## src/rtl/rdout_sched_if.sv

```systemverilog
// Handshake and status bundle between the event readout scheduler and its sources.
// Source bit map on every 7-bit vector: [7]=ALCT, [6]=TMB, [5:1]=CFEB5..1.
interface rdout_sched_if;
  logic       START;
  logic [7:1] ACT;
  logic [7:1] KILL;
  logic [7:1] RDY;
  logic       DONE;
  logic       BUSY;
  logic [7:1] GNT;
  logic       EVT_DONE;
  logic [7:1] NODATA;
  logic [7:1] NOEND;

  modport master (
    output START, ACT, KILL, RDY, DONE,
    input  BUSY, GNT, EVT_DONE, NODATA, NOEND
  );

  modport slave (
    input  START, ACT, KILL, RDY, DONE,
    output BUSY, GNT, EVT_DONE, NODATA, NOEND
  );
endinterface

```

## src/rtl/rdout_sched.sv

```systemverilog
// Per-event readout scheduler: latches active sources, waits a bounded hold-off for data,
// then grants the shared output path one source at a time with a per-grant timeout.
module rdout_sched #(
  parameter int unsigned HLDOFF = 448,
  parameter int unsigned TMO_W  = 12
) (
  input  logic         CLKCMS,
  input  logic         pop_rst,
  rdout_sched_if.slave bus
);

  localparam int unsigned HC_W = (HLDOFF > 1) ? $clog2(HLDOFF) : 1;
  localparam logic [HC_W-1:0]  HC_LAST  = HC_W'(HLDOFF - 1);
  localparam logic [TMO_W-1:0] TMO_LAST = '1;

  typedef enum logic [2:0] {IDLE, HOLD, ARB, XFER, GAP, FIN} state_t;

  state_t           state_q, state_d;
  logic [7:1]       pend_q, pend_d;
  logic [HC_W-1:0]  hcnt_q, hcnt_d;
  logic [TMO_W-1:0] tcnt_q, tcnt_d;
  logic [7:1]       gnt_q, gnt_d;
  logic             busy_q, busy_d;
  logic             evt_done_q, evt_done_d;
  logic [7:1]       nodata_q, nodata_d;
  logic [7:1]       noend_q, noend_d;
  logic [7:1]       missing;
  logic [TMO_W-1:0] tcnt_inc;

  // Fixed priority: ALCT, TMB, then CFEB1 up to CFEB5.
  function automatic logic [7:1] pick(input logic [7:1] p);
    logic [7:1] g;
    g = '0;
    if (p[7])      g[7] = 1'b1;
    else if (p[6]) g[6] = 1'b1;
    else begin
      for (int i = 1; i <= 5; i++) begin
        if (p[i] && (g == '0)) g[i] = 1'b1;
      end
    end
    return g;
  endfunction

  always_comb begin
    state_d    = state_q;
    pend_d     = pend_q;
    hcnt_d     = hcnt_q;
    tcnt_d     = tcnt_q;
    gnt_d      = gnt_q;
    busy_d     = busy_q;
    evt_done_d = 1'b0;
    nodata_d   = nodata_q;
    noend_d    = noend_q;
    missing    = pend_q & ~bus.RDY;
    tcnt_inc   = tcnt_q + TMO_W'(1);

    unique case (state_q)
      IDLE: begin
        if (bus.START) begin
          pend_d   = bus.ACT & ~bus.KILL;
          nodata_d = '0;
          noend_d  = '0;
          hcnt_d   = '0;
          busy_d   = 1'b1;
          state_d  = HOLD;
        end
      end
      HOLD: begin
        if (hcnt_q != HC_LAST) hcnt_d = hcnt_q + HC_W'(1);
        if ((missing == '0) || (hcnt_q == HC_LAST)) begin
          nodata_d = missing;
          pend_d   = pend_q & bus.RDY;
          state_d  = ARB;
        end
      end
      ARB: begin
        if (pend_q == '0) begin
          evt_done_d = 1'b1;
          state_d    = FIN;
        end else begin
          gnt_d   = pick(pend_q);
          tcnt_d  = '0;
          state_d = XFER;
        end
      end
      XFER: begin
        // Timeout is judged on the incremented count so the counter tops out at all-ones and never wraps.
        tcnt_d = tcnt_inc;
        if (bus.DONE) begin
          pend_d  = pend_q & ~gnt_q;
          gnt_d   = '0;
          state_d = GAP;
        end else if (tcnt_inc == TMO_LAST) begin
          noend_d = noend_q | gnt_q;
          pend_d  = pend_q & ~gnt_q;
          gnt_d   = '0;
          state_d = GAP;
        end
      end
      GAP: state_d = ARB;
      FIN: begin
        busy_d  = 1'b0;
        state_d = IDLE;
      end
      default: state_d = IDLE;
    endcase
  end

  always_ff @(posedge CLKCMS or posedge pop_rst) begin
    if (pop_rst) begin
      state_q    <= IDLE;
      pend_q     <= '0;
      hcnt_q     <= '0;
      tcnt_q     <= '0;
      gnt_q      <= '0;
      busy_q     <= 1'b0;
      evt_done_q <= 1'b0;
      nodata_q   <= '0;
      noend_q    <= '0;
    end else begin
      state_q    <= state_d;
      pend_q     <= pend_d;
      hcnt_q     <= hcnt_d;
      tcnt_q     <= tcnt_d;
      gnt_q      <= gnt_d;
      busy_q     <= busy_d;
      evt_done_q <= evt_done_d;
      nodata_q   <= nodata_d;
      noend_q    <= noend_d;
    end
  end

  assign bus.BUSY     = busy_q;
  assign bus.GNT      = gnt_q;
  assign bus.EVT_DONE = evt_done_q;
  assign bus.NODATA   = nodata_q;
  assign bus.NOEND    = noend_q;

endmodule

```

## src/flat_wrapper.sv

```systemverilog
// flat-port wrapper written by rule: the top's interface ports become plain ports
module rdout_sched_flat 
#(
  parameter int unsigned HLDOFF = 448,
  parameter int unsigned TMO_W  = 12
)
  (CLKCMS, pop_rst, bus_START, bus_ACT, bus_KILL, bus_RDY, bus_DONE, bus_BUSY, bus_GNT, bus_EVT_DONE, bus_NODATA, bus_NOEND);
  rdout_sched_if bus_i ();
  input  logic CLKCMS;
  input  logic pop_rst;
  input wire logic [$bits(bus_i.START)-1:0] bus_START;
  input wire logic [$bits(bus_i.ACT)-1:0] bus_ACT;
  input wire logic [$bits(bus_i.KILL)-1:0] bus_KILL;
  input wire logic [$bits(bus_i.RDY)-1:0] bus_RDY;
  input wire logic [$bits(bus_i.DONE)-1:0] bus_DONE;
  output wire logic [$bits(bus_i.BUSY)-1:0] bus_BUSY;
  output wire logic [$bits(bus_i.GNT)-1:0] bus_GNT;
  output wire logic [$bits(bus_i.EVT_DONE)-1:0] bus_EVT_DONE;
  output wire logic [$bits(bus_i.NODATA)-1:0] bus_NODATA;
  output wire logic [$bits(bus_i.NOEND)-1:0] bus_NOEND;
  assign bus_i.START = bus_START;
  assign bus_i.ACT = bus_ACT;
  assign bus_i.KILL = bus_KILL;
  assign bus_i.RDY = bus_RDY;
  assign bus_i.DONE = bus_DONE;
  assign bus_BUSY = bus_i.BUSY;
  assign bus_GNT = bus_i.GNT;
  assign bus_EVT_DONE = bus_i.EVT_DONE;
  assign bus_NODATA = bus_i.NODATA;
  assign bus_NOEND = bus_i.NOEND;
  rdout_sched #(.HLDOFF(HLDOFF), .TMO_W(TMO_W)) u_core (.CLKCMS(CLKCMS), .pop_rst(pop_rst), .bus(bus_i));
endmodule
```

## config.mk

```make
export PLATFORM = sky130hd
export DESIGN_NAME = rdout_sched_flat
export DESIGN_NICKNAME = d
export VERILOG_FILES = /design/src/rtl/rdout_sched_if.sv /design/src/rtl/rdout_sched.sv /design/src/flat_wrapper.sv
export SDC_FILE = /design/constraint.sdc
export NUM_CORES = 1
export LEC_CHECK = 0
export ABC_AREA = 1
export CAP_MARGIN = 20
export CORE_ASPECT_RATIO = 1.2
export CORE_UTILIZATION = 49
export CTS_CLUSTER_DIAMETER = 30
export DETAILED_ROUTE_END_ITERATION = 8
export HOLD_SLACK_MARGIN = 0.03
export PLACE_DENSITY_LB_ADDON = 0.25
export SYNTH_ARGS = -nofsm -noshare
export SYNTH_HDL_FRONTEND = slang
export SYNTH_SLANG_ARGS = --single-unit
```

## constraint.sdc

```tcl
create_clock -name CLKCMS -period 1.7 [get_ports CLKCMS]
set_input_delay 0.17 -clock CLKCMS [delete_from_list [all_inputs] [get_ports CLKCMS]]
set_output_delay 0.17 -clock CLKCMS [all_outputs]
set_load 0.02 [all_outputs]
```

Word level (Yosys, flattened, before mapping)
Cells that the tools add are included.
{"block": "word_totals", "reg_bits": 54, "latch_bits": 0, "mem_bits_rw": 0, "mem_bits_ro": 0, "out_inout_bits": 23, "word_cells": 114, "n_memories": 0}
{"block": "classes", "n_addsub": 2, "mul": 0, "n_div": 0, "order_cmp": 0, "n_eq_ne": 15, "n_shift": 0, "n_mux": 55, "n_bitwise": 9, "reduce_logical": 24}
{"op": "2-to-1 mux 7 bit", "n": 11}
{"op": "case mux 7 bit (2 select lines)", "n": 3}
{"op": "AND 7 bit", "n": 4}
{"op": "2-to-1 mux 1 bit", "n": 26}
{"op": "case mux 12 bit (2 select lines)", "n": 1}
{"op": "NOT 7 bit", "n": 3}
{"op": "case mux 7 bit (3 select lines)", "n": 1}
{"op": "2-to-1 mux 9 bit", "n": 2}
{"op": "case mux 9 bit (2 select lines)", "n": 1}
{"op": "2-to-1 mux 3 bit", "n": 5}
{"op": "case mux 3 bit (5 select lines)", "n": 1}
{"op": "logical NOT 7 bit", "n": 2}
{"op": "adder 12 x 1 -> 12 bit, second input constant", "n": 1}
{"op": "equality test 12 bit, second input constant", "n": 1}
{"op": "2-to-1 mux 12 bit", "n": 1}
{"op": "AND reduction 3 bit", "n": 4}
{"op": "adder 9 x 1 -> 9 bit, second input constant", "n": 1}
{"op": "equality test 9 bit, second input constant", "n": 1}
{"op": "inequality test 9 bit, second input constant", "n": 1}
{"op": "AND reduction 4 bit", "n": 2}
{"op": "nonzero test 2 bit", "n": 4}
{"op": "OR 7 bit", "n": 1}
{"op": "equality test 3 x 2 -> 1 bit, second input constant", "n": 2}
{"op": "equality test 3 bit, second input constant", "n": 2}
{"op": "other kinds (15)", "n": 24}

Longest topological paths before layout
Gate-level depths: netlist of the first run.
{"block": "logic_depth", "depth_word": 33, "ltp_mapped": 14}

Worst setup path before layout of the first run
OpenSTA, ideal clock, no wires.
{"block": "synth_timing", "path_kind": "reg2reg", "from": "reg u_core.tcnt_q[1]", "to": "reg u_core.pend_q[7] (netlist bit)", "setup_time_ns": 0.118, "t_arrival_ns": 1.636, "required_time_ns": 1.582, "path_slack_ns": -0.054, "path_stages_with_launch": 14, "synth_period_minus_slack_ns": 1.754, "cell_sequence": "dfrtp_1 > ha_1 > nand2_1 > nor2_1 > nand3_1 > nand2_1 > nand2_1 > nor2_4 > nand3_4 > nand2_4 > buf_8 > nand3_4 > nand2_1 > nand2_1"}
{"block": "synth_via", "elab_chain_len": 4}
{"element": "start: declaration", "line_no": "rdout_sched.sv:21", "rtl": "logic [TMO_W-1:0] tcnt_q, tcnt_d;"}
{"element": "start signal: assignment", "line_no": "rdout_sched.sv:124", "rtl": "tcnt_q <= tcnt_d;"}
{"element": "adder 12 x 1 -> 12 bit", "line_no": "rdout_sched.sv:55", "rtl": "tcnt_inc = tcnt_q + TMO_W'(1);"}
{"element": "equality test 12 bit", "line_no": "rdout_sched.sv:93", "rtl": "end else if (tcnt_inc == TMO_LAST) begin"}
{"element": "inequality test 3 x 2 -> 1 bit (no line)"}
{"element": "AND reduction 4 bit (no line)"}
{"element": "end signal: assignment", "line_no": "rdout_sched.sv:122", "rtl": "pend_q <= pend_d;"}
{"element": "end: declaration", "line_no": "rdout_sched.sv:19", "rtl": "logic [7:1] pend_q, pend_d;"}
No other way between the ends.
A chain may end at the register's enable or synchronous reset.

Worst setup path in the final report of the first run
{"block": "layout_timing", "from": "reg u_core.tcnt_q[0]", "to": "reg u_core.gnt_q, in the netlist u_core.bus.GNT[6]"}
{"block": "layout_via", "elab_chain_len": 4}
{"element": "adder 12 x 1 -> 12 bit", "line_no": "rdout_sched.sv:55"}
{"element": "equality test 12 bit", "line_no": "rdout_sched.sv:93"}
{"element": "inequality test 3 x 2 -> 1 bit (no line)"}
{"element": "AND reduction 3 bit (no line)"}
{"element": "end signal: assignment", "line_no": "rdout_sched.sv:125", "rtl": "gnt_q <= gnt_d;"}
{"element": "end: declaration", "line_no": "rdout_sched.sv:22", "rtl": "logic [7:1] gnt_q, gnt_d;"}
No other way between the ends.

==> run metrics, run 1 <==
Net Count, Synth=446; clock skew=between 0.007 and 0.008 ns; Die Height=90.19 µm; CTS tree=done; Routed WL per cell=roughly 13 µm; DR DRC count=0; total track usage=0.2465; RSZ-0062 raised after global routing=yes; Hold WS=0.2237 ns; PnR worst setup slack=-0.1215 ns; Synth Register Bits=54; Pwr Total=between 5 and 6 mW; CTS Buffer Depth=2; clk slew on worst S/H paths=approximately 0.090 ns; Slew Limit Fails=0; FFs w/ async S/R, synth=1.000; nets=536; total grt overflow=0; placed inst area=0.003986 mm²; H-tree levels=2; Post-Synth XOR/XNOR Area=0.005516; Post-synth EDFFs=0; Worst-Margin Slew=0.4201 ns; critical path buffer and inverter count=2; CTS root buffer=clkbuf_8; final setup vio count=22; worst vdd ir=between 0.0008 and 0.0009 V; initial antenna violation count=0; Leak=1.993 nW; PwrDens=1370 mW/mm²; complex-gate fraction of the synthesized area=0.1052; sequential fraction of the synthesis area=0.4255; YS warnings=0; Worst path max stage delay=0.41 ns; Unique masters post-synth=32; final worst path period share=1.071; post-synth top area share=0.4255; Antenna Cells=0; Fmax=549.0 MHz; worst hold path class=input pin to asynchronous set/reset pin; Synth Area in Simple Gates=0.3613; GPL Wtd Cong=0.9285; IO buf count=47; Total Wirelength=7836 µm; Design Area, Final=0.004277 mm²; Final HPWL DP=5828 µm; Top delay family on crit path=simple AND/OR/NAND/NOR gates; starting density of the core=0.5182; vias per cell=5.239; clock sinks=54; Iteration-0 DRC Markers=around 210; MaxCap Viol Count=0; Synth Area in Adders=0.01576; Num CTS Buffers=5; most common cell in the synthesized netlist=nand2_1; row cnt=31; Final Hold Viols=0; Synth-to-Final Area Change=34.67%; Setup crit end kind=register; Die X=approximately 75 µm; setup TNS=-1.694 ns; Cells after Synth=roughly 420; num ports=48; layout cells sized above 1=0.2303; pin count of the biggest net entering global routing=55; Setup CP Type=register to register; largest family of logic cells by synthesized area=simple AND/OR/NAND/NOR gates; Synth area leaders=dfrtp_1, nand2_1, inv_1; Synth top cells by count=nand2_1, dfrtp_1, inv_1; DRT Pass-1 Iters=4; first-pass GRT wire length=between 10000 and 15000 µm; Crit path arrival time=2.03 ns; antenna viol nets, final=0; violated checks=setup timing; dominant cell type by area after synthesis=dfrtp_1; startpoint types=register; CP required=1.90 ns; Post-Syn Area=0.003176 mm²; cell chain of the critical path=ha_2 -> buf_6 -> inv_2 -> nand2_2 -> nand2_2 -> nor2_2 -> nand3_2 -> nor2_4 -> nand3_4 -> nand2_8 -> nand2_8 -> nand2_1 -> o21ai_2; die area=0.006808 mm²; Clock Latency Late Sink=0.31 ns; Slew headroom=0.7178; core area=0.006128 mm²; CP Max Fanout=14; min Tclk post-route=1.822 ns; Synth Flop Type=dfrtp_1; mux cell area share after synthesis=0.003546; vias in the first global route=about 2.8k; Vias=approximately 3k; syn avg cell area=7.615 µm²; Crit-path slowest cell=dfrtp_1; outcome=finished, violations left
==> report_power, final <==
part	leakage, nW	switching [mW]	total (mW)	internal [mW]
sequential	0.732	0.347	1.93	1.58
clock	0.0575	0.413	0.825	0.412
combinational	1.20	1.80	3.10	1.30
==> through the flow <==
step                        util  worst slack (ns)  instances
after floorplan                -          -0.05370        417
after global placement    0.6505           -0.1475        572
after detailed placement  0.6505           -0.1768        572
after CTS                 0.6844          -0.08818        587
after global routing      0.6978           -0.2504        590
final                     0.6978           -0.1215        590
==> timing repair <==
| item | in CTS | in global routing |
|---|---|---|
| buffers inserted | 7 | 3 |
| hold buffers | 0 | 0 |
| pin swaps | 4 | 5 |
| endpoints found under the setup margin | 27 | 50 |
| gates resized for setup | 13 | 18 |
==> layer usage <==
metal	GRT usage	vias up	wire [µm]
li1	-	1544	-
met2	0.4137	79	4058
met3	0.03587	14	304
met5	0	-	0
met1	0.3241	1454	3349
met4	0.06944	0	125
==> path summary, 6_finish.rpt <==
kind	depth (start not counted)	start	slack, ns	end
worst min register to register	1	u_core.state_q[2]	0.52	u_core.bus.EVT_DONE
min in group CLKCMS	5	bus_ACT[1]	0.52	u_core.pend_q[2]
worst min-delay path	3	pop_rst	0.22	u_core.hcnt_q[0]
worst max register to register	13	u_core.tcnt_q[0]	-0.12	u_core.bus.GNT[6]
worst max-delay path	13	u_core.tcnt_q[0]	-0.12	u_core.bus.GNT[6]
max in group asynchronous	3	pop_rst	1.23	u_core.pend_q[6]
==> tightest hold or removal path, cell delays in order <==
cell and delay (ns):
clkdlybuf4s50_1 0.41, inv_2 0.07, buf_12 0.27
==> placed cells by master, fill, tap and decap left out, drive strengths merged <==
cell,netlist,final
o2111ai,7,7
ha,4,4
o31ai,7,7
nor3,10,10
a21oi,3,3
clkbuf,8,8
nand3,39,39
o22ai,5,5
mux2,1,1
nor4,1,1
xor2,2,2
clkinv,1,1
nand4,16,16
clkdlybuf4s50,0,47
nor2,44,44
buf,4,48
o21a,1,1
o21ai,28,28
nand2,130,130
dfrtp,54,54
inv,52,52
==> registers in the layout (all words and copies together), names as in the netlist <==
register and count:
u_core.bus.EVT_DONE 1, u_core.bus.NODATA 7, u_core.pend_q 7, u_core.bus.GNT 7, u_core.hcnt_q 9, u_core.state_q 3
u_core.tcnt_q 12, u_core.bus.NOEND 7, u_core.bus.BUSY 1
==> cells by family after synthesis <==
group | after synthesis
compound gates | 51
xor+xnor | 2
fa+ha+maj | 4
buf+inv | 65
flops | 54
mux | 1
simple gates | 240
==> layout make-up <==
| class | instances | area [µm²] |
|---|---|---|
| well taps | 82 | 102.6 |
| fillers | 512 | 1852 |
| flip-flops and latches | 54 | 1353 |
| multi-input cells | 298 | 1653 |
| repair buffers | 95 | 858.3 |
| clock buffers | 8 | 110.1 |
| inverters | 53 | 200.2 |
No activity file was read; power rests on OpenSTA's default activity.
==> run 2, diff against run 1 <==
--- a/config.mk
+++ b/config.mk
@@ -8,9 +8,10 @@
 export ABC_AREA = 1
 export CAP_MARGIN = 20
 export CORE_ASPECT_RATIO = 1.2
-export CORE_UTILIZATION = 49
+export CORE_UTILIZATION = 51
 export CTS_CLUSTER_DIAMETER = 30
 export DETAILED_ROUTE_END_ITERATION = 8
+export DONT_BUFFER_PORTS = 1
 export HOLD_SLACK_MARGIN = 0.03
 export PLACE_DENSITY_LB_ADDON = 0.25
 export SYNTH_ARGS = -nofsm -noshare
==> run 2 against run 1 <==
Critical endpoint is now u_core.pend_q[1]. Clock-buffer cell count decreased by 2. Critical path type unchanged. Register-to-register slack improved by 0.03 ns. Clock skew increased by 0.0025 ns. Total power decreased by 5.4%. Highest routed layer unchanged. The flow still finishes with violations (setup timing).
==> run metrics, run 2 (synthesized netlist as in run 1, its figures left out) <==
outcome=finished, violations left; violated checks=setup timing; CTS tree=done; Slew Limit Fails=0; r2r startpoint=u_core.tcnt_q[0]; total track usage=0.2554; startpoint types=register; Worst Hold End=u_core.bus.NODATA[4]; MaxCap Viol Count=0; Routed WL per cell=14.45 µm; Antenna Cells=0; DR DRC count=0; Final Hold Viols=0; nets=483; Slew headroom=0.7074; Crit path arrival time=1.99 ns; Synth-to-Final Area Change=20.88%; top flop regs=u_core.tcnt_q: 12 flops, u_core.hcnt_q: 9 flops; CTS root buffer=clkbuf_8; vias in the first global route=roughly 2.7k; Total Wirelength=7744 µm; CP required=1.90 ns; core area=0.006012 mm²; clock sinks=54; Clock Latency Late Sink=between 0.3 and 0.4 ns; Final HPWL DP=5633 µm; worst vdd ir=about 0.0011 V; row cnt=31; Die X=74.04 µm; largest register by flop count=u_core.tcnt_q; IO buf count=0; Setup crit end kind=register; Die Height=88.44 µm; clock skew=0.009959 ns; Iteration-0 DRC Markers=138; num ports=48; layout cells sized above 1=0.2577; FF-to-FF setup slack=-0.09 ns; final setup vio count=22; Fmax=557.3 MHz; fin util=0.6385; antenna viol nets, final=0; Worst R2R End=u_core.pend_q[1]; first-pass GRT wire length=12650 µm; commonest non-fill, non-tap cell in the layout=nand2_1; starting density of the core=0.5282; Largest register FFs=12; Worst-Margin Slew=0.4349 ns; Leak=1.801 nW; Vias=2870; DRT Pass-1 Iters=4; CP Max Fanout=7; CTS Buffer Depth=2; HP Start=bus_RDY[3]; Fillers=524; commonest non-fill, non-tap cells in the layout=nand2_1, dfrtp_1, inv_1; Num CTS Buffers=5; min Tclk post-route=1.794 ns; Setup CP Type=register to register; initial antenna violation count=0; pin count of the biggest net entering global routing=55; die area=between 0.006 and 0.007 mm²; clk slew on worst S/H paths=0.09 ns; PnR worst setup slack=-0.09423 ns; GPL Wtd Cong=0.8892; Hold Path Stages=3; placed inst area=0.003463 mm²; PwrDens=1444 mW/mm²; vias per cell=approximately 5.4; RSZ-0062 raised after global routing=yes; total grt overflow=0; final worst path period share=1.055; worst hold path class=input pin to register; FF-to-FF path depth=11; Design Area, Final=0.003839 mm²; H-tree levels=2
-- run 2: critical path, cell delays in order (launching register included) --
cell	delay, ns
dfrtp_2	0.45
ha_2	0.23
nand3_1	0.09
o21ai_0	0.08
nand2_1	0.11
nand2_2	0.09
nor2_4	0.15
nand3_4	0.10
nand2_8	0.12
nand3_4	0.11
nand2_1	0.09
nand2_1	0.06
-- run 2: layout make-up --
| type | count | area, µm² | area share |
|---|---|---|---|
| inverters | 53 | 200.2 | 0.05215 |
| multi-input cells | 298 | 1713 | 0.4462 |
| clock buffers | 6 | 82.58 | 0.02151 |
| repair buffers | 42 | 355.3 | 0.09257 |
| flip-flops and latches | 54 | 1355 | 0.3530 |
| clock inverters | 1 | 30.03 | 0.007823 |
| well taps | 82 | 102.6 | 0.02673 |
-- run 2: through the flow --
step           instances  power, mW  hold WS, ns  TNS, ns  worst slack [ns]
6_report             536      5.541      0.05327   -1.387          -0.09423
5_1_grt              536      5.948      0.06609   -3.836           -0.1864
4_1_cts              531      5.338      0.04688   -1.696          -0.09800
3_5_place_dp         518      4.349       0.1349   -3.006           -0.1893
3_3_place_gp         518      4.297       0.1324   -1.951           -0.1523
2_1_floorplan        417      3.606       0.3252  -0.5546          -0.05370
-- run 2: report_power, final --
group	internal (mW)	switching [mW]	total, mW
clock	0.472	0.415	0.887
sequential	1.58	0.525	2.11
combinational	0.972	1.57	2.54
total	3.03	2.51	5.54
-- run 2: layer usage --
| layer | vias to the layer above | GRT usage | share of wire |
|---|---|---|---|
| li1 | 1439 | - | - |
| met1 | 1357 | 0.3231 | 0.42 |
| met2 | 65 | 0.4438 | 0.53 |
| met3 | 9 | 0.04897 | 0.045 |
| met4 | 0 | 0.06818 | 0.010 |
| met5 | - | 0 | 0 |
-- run 2: how the worst max path moves through the flow --
stage          cells past startpoint              from           endpoint
3_5_place_dp                      12  u_core.tcnt_q[0]  u_core.bus.GNT[7]
4_1_cts                           12  u_core.tcnt_q[1]   u_core.pend_q[1]
6_report                          11  u_core.tcnt_q[0]   u_core.pend_q[1]
5_1_grt                           11  u_core.tcnt_q[5]  u_core.bus.GNT[6]
2_1_floorplan                     13  u_core.tcnt_q[1]   u_core.pend_q[7]
3_3_place_gp                      12  u_core.tcnt_q[0]  u_core.bus.GNT[7]
-- run 2: repair_timing --
item	CTS	global route
gates resized for setup	22	25
cloned	0	0
pin swaps	16	7
hold buffers	2	0
buffers inserted	4	5
endpoints found under the setup margin	29	50
endpoints found under the hold margin	55	0
==> run 3, diff against run 2 <==
--- a/config.mk
+++ b/config.mk
@@ -9,7 +9,7 @@
 export CAP_MARGIN = 20
 export CORE_ASPECT_RATIO = 1.2
 export CORE_UTILIZATION = 51
-export CTS_CLUSTER_DIAMETER = 30
+export CTS_CLUSTER_DIAMETER = 100
 export DETAILED_ROUTE_END_ITERATION = 8
 export DONT_BUFFER_PORTS = 1
 export HOLD_SLACK_MARGIN = 0.03
==> constraint.sdc (replaced) <==
create_clock -name CLKCMS -period 1.5 [get_ports CLKCMS]
set_input_delay 0.15 -clock CLKCMS [delete_from_list [all_inputs] [get_ports CLKCMS]]
set_output_delay 0.15 -clock CLKCMS [all_outputs]
set_load 0.02 [all_outputs]
==> run 3 against run 2 <==
The flow still finishes with violations (setup timing). Wire length up 16%. Die area did not move. Clock-buffer cell count increased by 1. First-iteration DRC count shrank 32%. Maximum frequency fell by 3.5%. Critical path depth grew 2. Total power up 30%. Global-route usage grew 1.1 points. Critical path type unchanged. Critical endpoint is now u_core.bus.NOEND[5].
==> run metrics, run 3 (synthesized netlist as in run 1, its figures left out) <==
outcome=finished, violations left; violated checks=setup timing; DRT Pass-1 Iters=4; Slew Limit Fails=0; DR DRC count=0; Design Area, Final=between 0.004 and 0.005 mm²; die area=around 0.0065 mm²; PwrDens=~1700 mW/mm²; Fillers=~440; FF-to-FF setup slack=-0.36 ns; Synth-to-Final Area Change=36.92%; Setup crit end kind=register; Inst Count DP=about 550; commonest non-fill, non-tap cells in the layout=nand2_1, buf_4, dfrtp_1; placed inst area=0.003751 mm²; clk slew on worst S/H paths=approximately 0.09 ns; CP Launch Point=u_core.tcnt_q[1]; pre-CTS WS=-0.3850 ns; worst hold path class=input pin to register; Final Non-Filler Cells=580; Largest register FFs=12; startpoint types=register; clock skew=0.006216 ns; CTS Buffer Depth=2; commonest non-fill, non-tap cell in the layout=nand2_1; Worst R2R End=u_core.bus.NOEND[5]; Vias=3117; Setup CP Type=register to register; Die Height=88.44 µm; MaxCap Viol Count=0; Hold WS=0.04700 ns; r2r startpoint=u_core.tcnt_q[1]; Num CTS Buffers=5; CTS root buffer=clkbuf_8; final setup vio count=41; clock sinks=between 50 and 60; Leak=2.078 nW; top flop regs=u_core.tcnt_q: 12 flops, u_core.hcnt_q: 9 flops; CP Max Fanout=8; total grt overflow=0; antenna viol nets, final=0; IO buf count=0; RSZ-0062 raised after global routing=yes; cell chain of the critical path=ha_4 -> nand2_4 -> nor2_4 -> nand2_1 -> nand2_1 -> nand2_2 -> nand2_2 -> nor2_4 -> buf_6 -> nand4_4 -> nand2_4 -> nand2_2 -> nand2_2; initial antenna violation count=0; final worst path period share=1.240; largest register by flop count=u_core.tcnt_q; CP Capture Point=u_core.bus.NOEND[5]; crit-path most repeated cell=nand2_2; pin count of the biggest net entering global routing=37; Fmax=537.6 MHz; CTS tree=done; num ports=48; nets=around 530; Final HPWL DP=5894 µm; first-pass GRT wire length=13280 µm; Routed WL per cell=15.44 µm; starting density of the core=0.5282; Total Wirelength=~9000 µm; Iteration-0 DRC Markers=94; Crit path arrival time=2.10 ns; GPL Wtd Cong=0.9061; Clock Latency Late Sink=0.31 ns; core area=approximately 0.0060 mm²; H-tree levels=2; PnR worst setup slack=-0.3600 ns; total track usage=0.2665; Worst-Margin Slew=0.5227 ns; vias in the first global route=2886; FF-to-FF path depth=13; worst vdd ir=0.001329 V; Worst path max stage delay=0.47 ns; Die X=74.04 µm; Crit-path slowest cell=dfrtp_2; min Tclk post-route=approximately 1.9 ns; layout cells sized above 1=0.3855; row cnt=31; vias per cell=5.374; CP required=1.74 ns; Final Hold Viols=0; Slew headroom=0.6488; Antenna Cells=0; setup TNS=-9.412 ns
## run 3: area by class of cell
cell class                 instances  area, µm²  area share
multi-input combinational        300       1933      0.4446
sequential                        54       1355      0.3117
timing repair buffer              84      678.2      0.1560
inverter                          53      202.7     0.04662
tap                               82      102.6     0.02360
clock buffer                       7      76.32     0.01755
## run 3: worst max-delay path, delay by kind of cell, from the launching register on
family	cells	cell delay [ns]
AND/OR/NAND/NOR	11	0.98
flip-flops	1	0.47
adder cells (fa/ha/maj)	1	0.20
buffers and inverters	1	0.12
## run 3: worst min path at each step
| stage | depth (start not counted) | start | end |
|---|---|---|---|
| 3_3_place_gp | 1 | pop_rst | u_core.tcnt_q[2] |
| 2_1_floorplan | 2 | bus_START | u_core.state_q[0] |
| 6_report | 3 | bus_KILL[2] | u_core.pend_q[3] |
| 5_1_grt | 3 | bus_KILL[4] | u_core.pend_q[5] |
| 4_1_cts | 3 | bus_KILL[2] | u_core.pend_q[3] |
| 3_5_place_dp | 1 | pop_rst | u_core.hcnt_q[0] |
## run 3: timing repair
| item | 4_1_cts | 5_1_grt |
|---|---|---|
| gates cloned | 2 | 0 |
| endpoints found under the hold margin | 19 | 0 |
| gates resized for setup | 36 | 68 |
| buffers inserted | 5 | 10 |
| endpoints found under the setup margin | 51 | 52 |
| hold buffers | 2 | 0 |
| pin swaps | 7 | 11 |
## run 3: per-stage QoR
stage	total power, mW	util
final	7.230	0.7232
after global routing	7.699	0.7232
after CTS	6.446	0.6706
after detailed placement	5.286	0.6239
after global placement	5.207	0.6239
after floorplan	4.128	-
## run 3: power by group
group / switching, mW / total, mW / internal, mW
logic: 2.32 / 4.04 / 1.71
clock network: 0.455 / 0.778 / 0.323
registers: 0.620 / 2.42 / 1.79
total: 3.40 / 7.23 / 3.83
## run 3: metal layers
layer | vias up | share of wire | global-route usage
li1 | 1533 | - | -
met1 | 1469 | 0.39 | 0.3319
met2 | 94 | 0.53 | 0.4587
met3 | 21 | 0.056 | 0.05695
met4 | 0 | 0.028 | 0.08392
met5 | - | 0 | 0
